<file path="config.mk">
export PLATFORM = sky130hd
export DESIGN_NAME = mips_retire_monitor
export DESIGN_NICKNAME = d
export VERILOG_FILES = /design/src/rtl/mips_trace_pkg.sv /design/src/rtl/trace_fifo.sv /design/src/rtl/mips_retire_monitor.sv
export SDC_FILE = /design/constraint.sdc
export NUM_CORES = 2
export LEC_CHECK = 0
export BUFFER_PORTS_ARGS = -buffer_cell sky130_fd_sc_hd__buf_2
export CORE_UTILIZATION = 63
export CTS_CLUSTER_DIAMETER = 200
export CTS_CLUSTER_SIZE = 14
export DETAILED_ROUTE_END_ITERATION = 8
export PLACE_DENSITY = 0.92
export SLEW_MARGIN = 30
export SYNTH_ARGS = -nofsm -noshare
export SYNTH_HDL_FRONTEND = slang
export SYNTH_SLANG_ARGS = --single-unit
</file>
<file path="constraint.sdc">
create_clock -name clk -period 3.6 [get_ports clk]
set_input_delay 0 -clock clk [delete_from_list [all_inputs] [get_ports clk]]
set_output_delay 0 -clock clk [all_outputs]
set_load 0.005 [all_outputs]
</file>
<file path="src/rtl/mips_trace_pkg.sv">
// mips_trace_pkg
//   Shared definitions for the retirement monitor: number of instruction
//   classes, the 5-bit class enum, MIPS opcode/funct constants and the
//   classify() helper that maps a 32-bit instruction word to its class.
package mips_trace_pkg;

  localparam int NUM_CLASS = 17;
  localparam int CLASS_W   = 5;

  typedef enum logic [CLASS_W-1:0] {
    CLS_ADD   = 5'd0,
    CLS_SUB   = 5'd1,
    CLS_AND   = 5'd2,
    CLS_OR    = 5'd3,
    CLS_SLT   = 5'd4,
    CLS_NOP   = 5'd5,
    CLS_SLL   = 5'd6,
    CLS_MULTU = 5'd7,
    CLS_MFHI  = 5'd8,
    CLS_MFLO  = 5'd9,
    CLS_ADDIU = 5'd10,
    CLS_LW    = 5'd11,
    CLS_SW    = 5'd12,
    CLS_BEQ   = 5'd13,
    CLS_BNE   = 5'd14,
    CLS_J     = 5'd15,
    CLS_OTHER = 5'd16
  } ret_class_e;

  // Primary opcodes (instr[31:26])
  localparam logic [5:0] OP_SPECIAL = 6'd0;
  localparam logic [5:0] OP_J       = 6'd2;
  localparam logic [5:0] OP_BEQ     = 6'd4;
  localparam logic [5:0] OP_BNE     = 6'd5;
  localparam logic [5:0] OP_ADDIU   = 6'd9;
  localparam logic [5:0] OP_LW      = 6'd35;
  localparam logic [5:0] OP_SW      = 6'd43;

  // SPECIAL funct codes (instr[5:0])
  localparam logic [5:0] FN_SLL   = 6'd0;
  localparam logic [5:0] FN_MFHI  = 6'd16;
  localparam logic [5:0] FN_MFLO  = 6'd18;
  localparam logic [5:0] FN_MULTU = 6'd25;
  localparam logic [5:0] FN_ADD   = 6'd32;
  localparam logic [5:0] FN_SUB   = 6'd34;
  localparam logic [5:0] FN_AND   = 6'd36;
  localparam logic [5:0] FN_OR    = 6'd37;
  localparam logic [5:0] FN_SLT   = 6'd42;

  function automatic ret_class_e classify(input logic [31:0] instr);
    ret_class_e cls;
    logic [5:0] op;
    logic [5:0] fn;
    op  = instr[31:26];
    fn  = instr[5:0];
    cls = CLS_OTHER;
    if (op == OP_SPECIAL) begin
      case (fn)
        FN_ADD:   cls = CLS_ADD;
        FN_SUB:   cls = CLS_SUB;
        FN_AND:   cls = CLS_AND;
        FN_OR:    cls = CLS_OR;
        FN_SLT:   cls = CLS_SLT;
        // The canonical NOP is the all-zero word; any other funct-0 word is a real shift.
        FN_SLL:   cls = (instr == 32'd0) ? CLS_NOP : CLS_SLL;
        FN_MULTU: cls = CLS_MULTU;
        FN_MFHI:  cls = CLS_MFHI;
        FN_MFLO:  cls = CLS_MFLO;
        default:  cls = CLS_OTHER;
      endcase
    end else begin
      case (op)
        OP_ADDIU: cls = CLS_ADDIU;
        OP_LW:    cls = CLS_LW;
        OP_SW:    cls = CLS_SW;
        OP_BEQ:   cls = CLS_BEQ;
        OP_BNE:   cls = CLS_BNE;
        OP_J:     cls = CLS_J;
        default:  cls = CLS_OTHER;
      endcase
    end
    return cls;
  endfunction

endpackage

</file>
<file path="src/rtl/trace_fifo.sv">
// trace_fifo
//   Synchronous first-word-fall-through FIFO for retirement trace entries.
//   Ports:
//     clk, rst            clock, asynchronous active-low reset
//     push, push_data     write request and data; a push while full is
//                         accepted only if a pop happens in the same cycle
//     rd_valid, rd_ready  read handshake; rd_data shows the head whenever
//                         rd_valid=1 and a pop happens on rd_valid && rd_ready
//     rd_data             head entry (zero when empty)
//     level, full, empty  occupancy, registered
//   No bypass: an entry pushed into an empty FIFO appears one cycle later.
module trace_fifo
  import mips_trace_pkg::*;
#(
  parameter int WIDTH = 37,
  parameter int DEPTH = 16
) (
  input  logic                     clk,
  input  logic                     rst,
  input  logic                     push,
  input  logic [WIDTH-1:0]         push_data,
  output logic                     rd_valid,
  input  logic                     rd_ready,
  output logic [WIDTH-1:0]         rd_data,
  output logic [$clog2(DEPTH):0]   level,
  output logic                     full,
  output logic                     empty
);

  localparam int AW = $clog2(DEPTH);
  localparam int LW = AW + 1;

  logic [WIDTH-1:0] mem [DEPTH];
  logic [AW-1:0]    wr_ptr;
  logic [AW-1:0]    rd_ptr;
  logic [LW-1:0]    level_q;
  logic             do_push;
  logic             do_pop;

  assign empty    = (level_q == '0);
  assign full     = (level_q == LW'(DEPTH));
  assign rd_valid = !empty;
  assign level    = level_q;

  assign do_pop  = rd_ready && !empty;
  // Full FIFO still accepts a push when the head leaves in the same cycle.
  assign do_push = push && (!full || do_pop);

  // Pointers wrap naturally because DEPTH is a power of two.
  always_ff @(posedge clk or negedge rst) begin
    if (!rst) begin
      wr_ptr  <= '0;
      rd_ptr  <= '0;
      level_q <= '0;
    end else begin
      if (do_push) wr_ptr <= wr_ptr + 1'b1;
      if (do_pop)  rd_ptr <= rd_ptr + 1'b1;
      case ({do_push, do_pop})
        2'b10:   level_q <= level_q + 1'b1;
        2'b01:   level_q <= level_q - 1'b1;
        default: level_q <= level_q;
      endcase
    end
  end

  always_ff @(posedge clk) begin
    if (do_push) mem[wr_ptr] <= push_data;
  end

  // Storage is not reset, so the head is masked while empty to keep outputs at 0.
  assign rd_data = empty ? '0 : mem[rd_ptr];

endmodule

</file>
<file path="src/rtl/mips_retire_monitor.sv">
// mips_retire_monitor
//   Retirement monitor beside the writeback stage. Classifies each retired
//   instruction, keeps saturating per-class / retired / cycle counters and
//   buffers a {pc, class} trace in a FWFT FIFO.
//   Ports:
//     clk, rst                       clock, asynchronous active-low reset
//     ret_valid, ret_pc, ret_instr   retirement strobe and instruction info
//     cnt_clear                      synchronous clear of counters and trace_ovf
//     cnt_sel, cnt_rdata             class select and registered count readout
//     retired_cnt, cycle_cnt         total retirements, cycles since reset/clear
//     trace_valid/ready/pc/class     trace drain port
//     trace_level, trace_ovf         FIFO occupancy, sticky drop flag
//   Trace handshake: trace_valid/trace_pc/trace_class are stable while
//   trace_valid=1; an entry leaves on a rising edge with trace_valid && trace_ready,
//   and trace_ready is ignored while trace_valid=0.
module mips_retire_monitor
  import mips_trace_pkg::*;
#(
  parameter int PC_W        = 32,
  parameter int CNT_W       = 32,
  parameter int TRACE_DEPTH = 16
) (
  input  logic                         clk,
  input  logic                         rst,
  input  logic                         ret_valid,
  input  logic [PC_W-1:0]              ret_pc,
  input  logic [31:0]                  ret_instr,
  input  logic                         cnt_clear,
  input  logic [4:0]                   cnt_sel,
  output logic [CNT_W-1:0]             cnt_rdata,
  output logic [CNT_W-1:0]             retired_cnt,
  output logic [CNT_W-1:0]             cycle_cnt,
  output logic                         trace_valid,
  input  logic                         trace_ready,
  output logic [PC_W-1:0]              trace_pc,
  output logic [4:0]                   trace_class,
  output logic [$clog2(TRACE_DEPTH):0] trace_level,
  output logic                         trace_ovf
);

  localparam int TW = PC_W + CLASS_W;

  function automatic logic [CNT_W-1:0] sat_inc(input logic [CNT_W-1:0] v);
    return (&v) ? v : v + 1'b1;
  endfunction

  ret_class_e       ret_cls;
  logic [CNT_W-1:0] cls_cnt [NUM_CLASS];
  logic [CNT_W-1:0] sel_cnt;
  logic [TW-1:0]    head;
  logic             fifo_full;
  logic             fifo_empty;
  logic             trace_drop;

  assign ret_cls = classify(ret_instr);

  trace_fifo #(
    .WIDTH (TW),
    .DEPTH (TRACE_DEPTH)
  ) u_fifo (
    .clk       (clk),
    .rst       (rst),
    .push      (ret_valid),
    .push_data ({ret_pc, ret_cls}),
    .rd_valid  (trace_valid),
    .rd_ready  (trace_ready),
    .rd_data   (head),
    .level     (trace_level),
    .full      (fifo_full),
    .empty     (fifo_empty)
  );

  assign trace_pc    = head[TW-1:CLASS_W];
  assign trace_class = head[CLASS_W-1:0];

  // Entry is lost only when full and the head is not leaving this cycle.
  assign trace_drop = ret_valid && fifo_full && !(trace_ready && !fifo_empty);

  // Readout mux; unused selects (>= NUM_CLASS) read as zero.
  always_comb begin
    sel_cnt = '0;
    for (int i = 0; i < NUM_CLASS; i++) begin
      if (cnt_sel == 5'(i)) sel_cnt = cls_cnt[i];
    end
  end

  always_ff @(posedge clk or negedge rst) begin
    if (!rst) begin
      for (int i = 0; i < NUM_CLASS; i++) cls_cnt[i] <= '0;
      retired_cnt <= '0;
      cycle_cnt   <= '0;
      cnt_rdata   <= '0;
      trace_ovf   <= '0;
    end else begin
      // cnt_rdata always captures the value before this edge's update.
      cnt_rdata <= sel_cnt;
      if (cnt_clear) begin
        for (int i = 0; i < NUM_CLASS; i++) cls_cnt[i] <= '0;
        retired_cnt <= '0;
        cycle_cnt   <= '0;
        trace_ovf   <= 1'b0;
      end else begin
        cycle_cnt <= sat_inc(cycle_cnt);
        if (ret_valid) begin
          retired_cnt <= sat_inc(retired_cnt);
          for (int i = 0; i < NUM_CLASS; i++) begin
            if (ret_cls == ret_class_e'(i)) cls_cnt[i] <= sat_inc(cls_cnt[i]);
          end
        end
        if (trace_drop) trace_ovf <= 1'b1;
      end
    end
  end

endmodule
</file>
# After elaboration in Yosys (flattened, before gate mapping)
# Memory sizes are Yosys's and may differ from the RTL's.
# Index checks and enable logic that the tools add are counted.
word_totals:
  elab_cells: 255
  memories: 1
  out_inout_bits: 140
  ramBits: 592
  ff_bits: 654
memory_table:
  columns: ["memory", "depth", "word_bits", "rd", "rd_ports_with_merged_regs", "wr", "line", "rtl"]
  rows:
  - ["u_fifo.mem", 16, 37, 1, 0, 1, "trace_fifo.sv:33", "logic [WIDTH-1:0] mem [DEPTH];"]
op_classes:
  n_reduce_logical: 71
  addsub: 23
  mux: 68
  n_eq_ne: 68
op_table:
  columns: ["operator", "count"]
  rows:
  - ["$mux 32", 56]
  - ["$mux 544", 2]
  - ["$add 32x1->32 const B", 19]
  - ["$reduce_and 32->1", 19]
  - ["$eq 5x4->1 const B", 16]
  - ["$reduce_and 3->1", 17]
  - ["$pmux 5 s9", 1]
  - ["$eq 6x6->1 const B", 7]
  - ["$eq 5x3->1 const B", 8]
  - ["$reduce_bool 2->1", 20]
  - ["$ne 2x2->1 const B", 19]
  - ["$mux 37", 1]
  - ["$logic_not 32->1", 1]
  - ["$pmux 5 s6", 1]
  - ["$eq 5x2->1 const B", 4]
  - ["$eq 6x5->1 const B", 3]
  - ["$eq 5x5->1 const B", 3]
  - ["$logic_not 5->1", 3]
  - ["$eq 6x3->1 const B", 2]
  - ["$logic_not 6->1", 2]
  - ["$eq 5x1->1 const B", 2]
  - ["$pmux 5 s2", 1]
  - ["$add 4x1->4 const B", 2]
  - ["$eq 6x2->1 const B", 1]
  - ["12 further kinds", 20]

# Longest topological paths before layout
logic_depth:
  word_depth: 18
  ltp_mapped: 14

# Modules after synthesis
# Synthesis repeated with hierarchy kept, for this count alone.
hier_totals:
  hier_cells: 5667
  area_unflattened_um2: 63084.3
modules_own_cells:
  columns: ["mod", "seq_area_each_um2", "n_inst", "cells_per_inst", "area_each_um2"]
  rows:
  - ["mips_retire_monitor", 16040.4, 1, 4627, 39550.4]
  - ["trace_fifo", 18102.4, 1, 1040, 23533.8]

# Worst setup path after synthesis
# No wires, ideal clock.
synth_timing:
  path_kind: "register to register"
  start: "reg cls_cnt[515] (netlist name)"
  end: "reg cls_cnt[513] (netlist name)"
  path_buffers: 2
  path_stages_with_launch: 11
  t_arrival_ns: 2.642
  path_slack_ns: 0.826
  t_required_ns: 3.468
  path_cell_list: "dfrtp_1 -> nand4_1 -> nor3_2 -> nand3_1 -> or3_1 -> clkbuf_1 -> or3_1 -> nand3_1 -> buf_2 -> mux2i_1 -> nor2_1"
synth_between:
  elab_chain_cells: 3
synth_lines:
  columns: ["item", "line", "rtl"]
  rows:
  - ["start, declared", "mips_retire_monitor.sv:48", "logic [CNT_W-1:0] cls_cnt [NUM_CLASS];"]
  - ["start signal, assigned by index", "mips_retire_monitor.sv:107", "if (ret_cls == ret_class_e'(i)) cls_cnt[i] <= sat_inc(cls_cnt[i]);"]
  - ["$reduce_and 32->1", "mips_retire_monitor.sv:44", "return (&v) ? v : v + 1'b1;"]
  - ["$ne 2x2->1 (no source line)", null, null]
  - ["$reduce_and 3->1 (no source line)", null, null]
# Every way passes these cells.
# A chain may end at the register's enable or synchronous reset.

# Worst setup path in the final report
layout_timing:
  start: "reg cls_cnt[0] (netlist name)"
  end: "reg cls_cnt[3] (netlist name)"
layout_between:
  elab_chain_cells: 5
layout_lines:
  columns: ["item", "line", "rtl"]
  rows:
  - ["$add 32x1->32", "mips_retire_monitor.sv:44", null]
  - ["$mux 32", "mips_retire_monitor.sv:44", null]
  - ["$mux 32", "mips_retire_monitor.sv:107", null]
  - ["$mux 544", "mips_retire_monitor.sv:104", "if (ret_valid) begin"]
  - ["$mux 544", "mips_retire_monitor.sv:97", "if (cnt_clear) begin"]
# Parallel ways exist; a longest one is shown, timed or not. The select of a mux whose other input is x is not followed.

==> results.sh <==
export IMPL_outcome="finished clean"
export IMPL_leakagePower_nw=24.86
export IMPL_wl_per_cell_um=30.97
export IMPL_postLayoutSetupSlackWorst_ns=0.01167
export IMPL_chipHeight_um=314.3
export IMPL_setup_tns_final_ns=0
export IMPL_via_per_inst=7.475
export IMPL_grt_pass1_vias=48750
export IMPL_fmax_ghz=0.2787
export IMPL_irDropWorstVdd_mv=0.4839
export IMPL_cts_buffer_depth=3
export IMPL_antenna_found_initial=20
export IMPL_ys_ff_latch=1246
export IMPL_grt_max_degree=99
export IMPL_vias=51650
export IMPL_drtPass1Iterations=9
export IMPL_clock_skew_ns=0.03823
export IMPL_dp_cells=6721
export IMPL_drive_gt1_share_pct=14.33
export IMPL_power_w=0.03460
export IMPL_regToRegSetupSlack_ns=0.01
export IMPL_io_pins=214
export IMPL_insertion_delay_ns=0.73
export IMPL_port_buffers=213
export IMPL_cts_tree="yes"
export IMPL_yosysWarnings=0
export IMPL_placed_area_mm2=0.06456
export IMPL_tightest_slew_ns=1.068
export IMPL_synth_edf_count=592
export IMPL_place_gp_congestion=1.073
export IMPL_drv_cap=0
export IMPL_slew_viol_final=0
export IMPL_overflow=0
export IMPL_finalSetupViolations=0
export IMPL_post_synth_inst_count=5385
export IMPL_cpMostUsedCell="nor2_1"
export IMPL_die_w_um=314.3
export IMPL_crit_required_ns=4.20
export IMPL_core_mm2=0.09671
export IMPL_arrival_ns=4.19
export IMPL_fin_crit_sh_pct=99.68
export IMPL_fillCellCount=6296
export IMPL_ys_seq_area_share_pct=55.57
export IMPL_syn_nets=5488
export IMPL_slowest_stage="nor4_1"
export IMPL_path_clk_slew_ns=0.08
export IMPL_layout_cells_non_filler=6910
export IMPL_syn_cell_area_mm2=0.06144
export IMPL_multi_input_area_mm2=0.02574
export IMPL_rsz0062_at_grt="false"
export IMPL_place_ws_ns=0.3148
export IMPL_dp_hpwl_mm=138.9
export IMPL_path_max_fanout=7
export IMPL_async_flop_share_pct=52.49
export IMPL_grt_use_total_pct=42.80
export IMPL_synthFlopType="dfrtp_1"
export IMPL_totalWireLength_mm=214.0
export IMPL_cts_sinks=1246
export IMPL_grt_pass1_wl_mm=312.3
export IMPL_die_area_mm2=0.09877
export IMPL_final_cell_area_mm2=0.06781
export IMPL_nets=5689
export IMPL_syn_area_per_cell_um2=11.41
export IMPL_cp_start_kind="flip-flop"
export IMPL_area_delta_synth_final_pct=10.38
export IMPL_root_buffer="clkbuf_16"
export IMPL_core_rowCount=114
export IMPL_critPathMaxStageDelay_ns=0.58
export IMPL_drc_errors=0
export IMPL_relSlewSlack_pct=27.93
export IMPL_synth_distinct_cells=99
export IMPL_holdCritPathClass="primary input to flip-flop"
export IMPL_p_per_area_mw_per_mm2=510.2
export IMPL_layout_min_cycle_time_ns=3.588
export IMPL_cts_buffers_inserted=98
export IMPL_ant_nets=0
export IMPL_hold_viol=0
export IMPL_cts_htree_levels=3
export IMPL_regArea_mm2=0.03416
export IMPL_crit_chain="ha_1 -> nand2_1 -> nor4_1 -> nand4_1 -> nand3_1 -> nor2_1 -> and4_1 -> xnor2_1 -> nor2_1"
export IMPL_path_class="flip-flop to flip-flop"
export IMPL_drtIter0Drc=10040
export IMPL_worst_setup_path_end_kind="flip-flop"
export IMPL_start_util_pct=63.53
## critical path: cells and delay by family, from the launching register on
kind                       cells  cell delay [ns]
xor gates and xnor gates       1             0.18
DFF                            1             0.56
and+or+nand+nor                7             2.42
adders and majority gates      1             0.29
## registers in the layout, summed over array words and instances, names as in the netlist
name,count
cnt_rdata,32
retired_cnt,32
trace_ovf,1
u_fifo.wr_ptr,4
u_fifo.level,5
u_fifo.rd_ptr,4
u_fifo.mem,592
cls_cnt,544
cycle_cnt,32
## per-layer routing
metal	vias to the layer above	track usage, %	wire length [µm]
met5	-	0	190
met4	26	29.98	18600
met3	1269	13.91	30800
met2	4757	65.11	96100
met1	24840	51.88	68300
li1	20760	-	-
## layout make-up
class,count,share of cell area [%]
clock buffer,134,3.847
timing repair buffer,422,4.709
antenna,8,0.02952
tap,1276,2.354
multi-input combinational,3725,37.96
inverter,93,0.5185
clock inverter,6,0.2196
sequential,1246,50.37
## what timing repair did
action / 4_1_cts / 5_1_grt
setup endpoints to repair: 1 / 1
resized for setup: 0 / 2
hold buffers: 39 / 0
buffers inserted: 1 / 0
endpoints found under the hold margin: 886 / 0
## synth_stat cells (59+ instances only)
library cell  instances  area (µm²)
mux4_2              202        4549
and2_1               91       569.3
a21oi_1             370        1852
dfrtp_1             654       16370
nand4_1             180        1126
or3_1               173        1082
nor2_1              495        1858
edfxtp_1            592       17780
nor4_1               59       369.1
nor3_1               92       460.4
o31ai_1              95       713.2
clkbuf_1            256       960.9
or4_1                89       668.1
nand3_1             264        1321
inv_1                91       341.6
xor2_1              178        1559
nand2_1             341        1280
xnor2_1             120        1051
o21ai_0             261        1306
and3_1              136       850.8
## through the flow
stage,utilization (%),hold slack [ns]
3_3_place_gp,66.75,0.1191
4_1_cts,70.05,0.08660
2_1_floorplan,-,-0.2956
6_report,70.12,0.1623
5_1_grt,70.11,0.1498
3_5_place_dp,66.76,0.1340
## kinds of logic (layout without fill, tap and decap cells)
kind of cell,after synthesis,in the layout,share of synthesized area (%)
AOI/OAI and AO/OA,1052,1052,10.67
xor gates and xnor gates,298,298,4.248
adders and majority gates,29,29,0.6028
buffers and inverters,414,655,2.658
DFF,1246,1246,55.57
muxes,277,277,8.700
other,0,8,0
and+or+nand+nor,2069,2069,17.55
## worst paths after layout
path	startpoint	end	cells past startpoint
worst max-delay path	cls_cnt[0]$_DFFE_PN0P_	cls_cnt[3]$_DFFE_PN0P_	9
worst min-delay path	ret_instr[30]	u_fifo.mem[14][3]$_DFFE_PP_	4
worst max register to register	cls_cnt[0]$_DFFE_PN0P_	cls_cnt[3]$_DFFE_PN0P_	9
worst min register to register	u_fifo.level[4]$_DFFE_PN0P_	u_fifo.level[4]$_DFFE_PN0P_	1
max in group asynchronous	rst	cls_cnt[451]$_DFFE_PN0P_	4
min in group asynchronous	rst	cls_cnt[111]$_DFFE_PN0P_	3
## cell usage in the layout (no fill, tap or decap), types with 17 or more instances in the layout
cell and n:
dfrtp_1 650, edfxtp_1 592, nor2_1 494, a21oi_1 369, nand2_1 341, nand3_1 264, o21ai_0 259, buf_2 210
mux4_2 202, nand4_1 180, xor2_1 178, or3_1 173, buf_4 138, and3_1 132, xnor2_1 120, clkbuf_16 99
o31ai_1 93, inv_1 91, nor3_1 90, or4_1 89, and2_1 79, nor4_1 58, and4_1 43, mux2i_1 39
o22ai_1 39, dlygate4sd3_1 38, mux2_2 36, clkbuf_1 35, buf_12 32, a221oi_1 31, ha_1 28, a22oi_1 27
o21a_1 27, nor2b_1 26, a21o_1 24, a22o_1 17
## power by group
| group | internal (W) | switching, W | total (W) |
|---|---|---|---|
| sequential | 0.0157 | 0.000713 | 0.0164 |
| combinational | 0.00355 | 0.00424 | 0.00779 |
| clock | 0.00506 | 0.00532 | 0.0104 |
| total | 0.0243 | 0.0103 | 0.0346 |
Power figures use the tool's default switching activity.
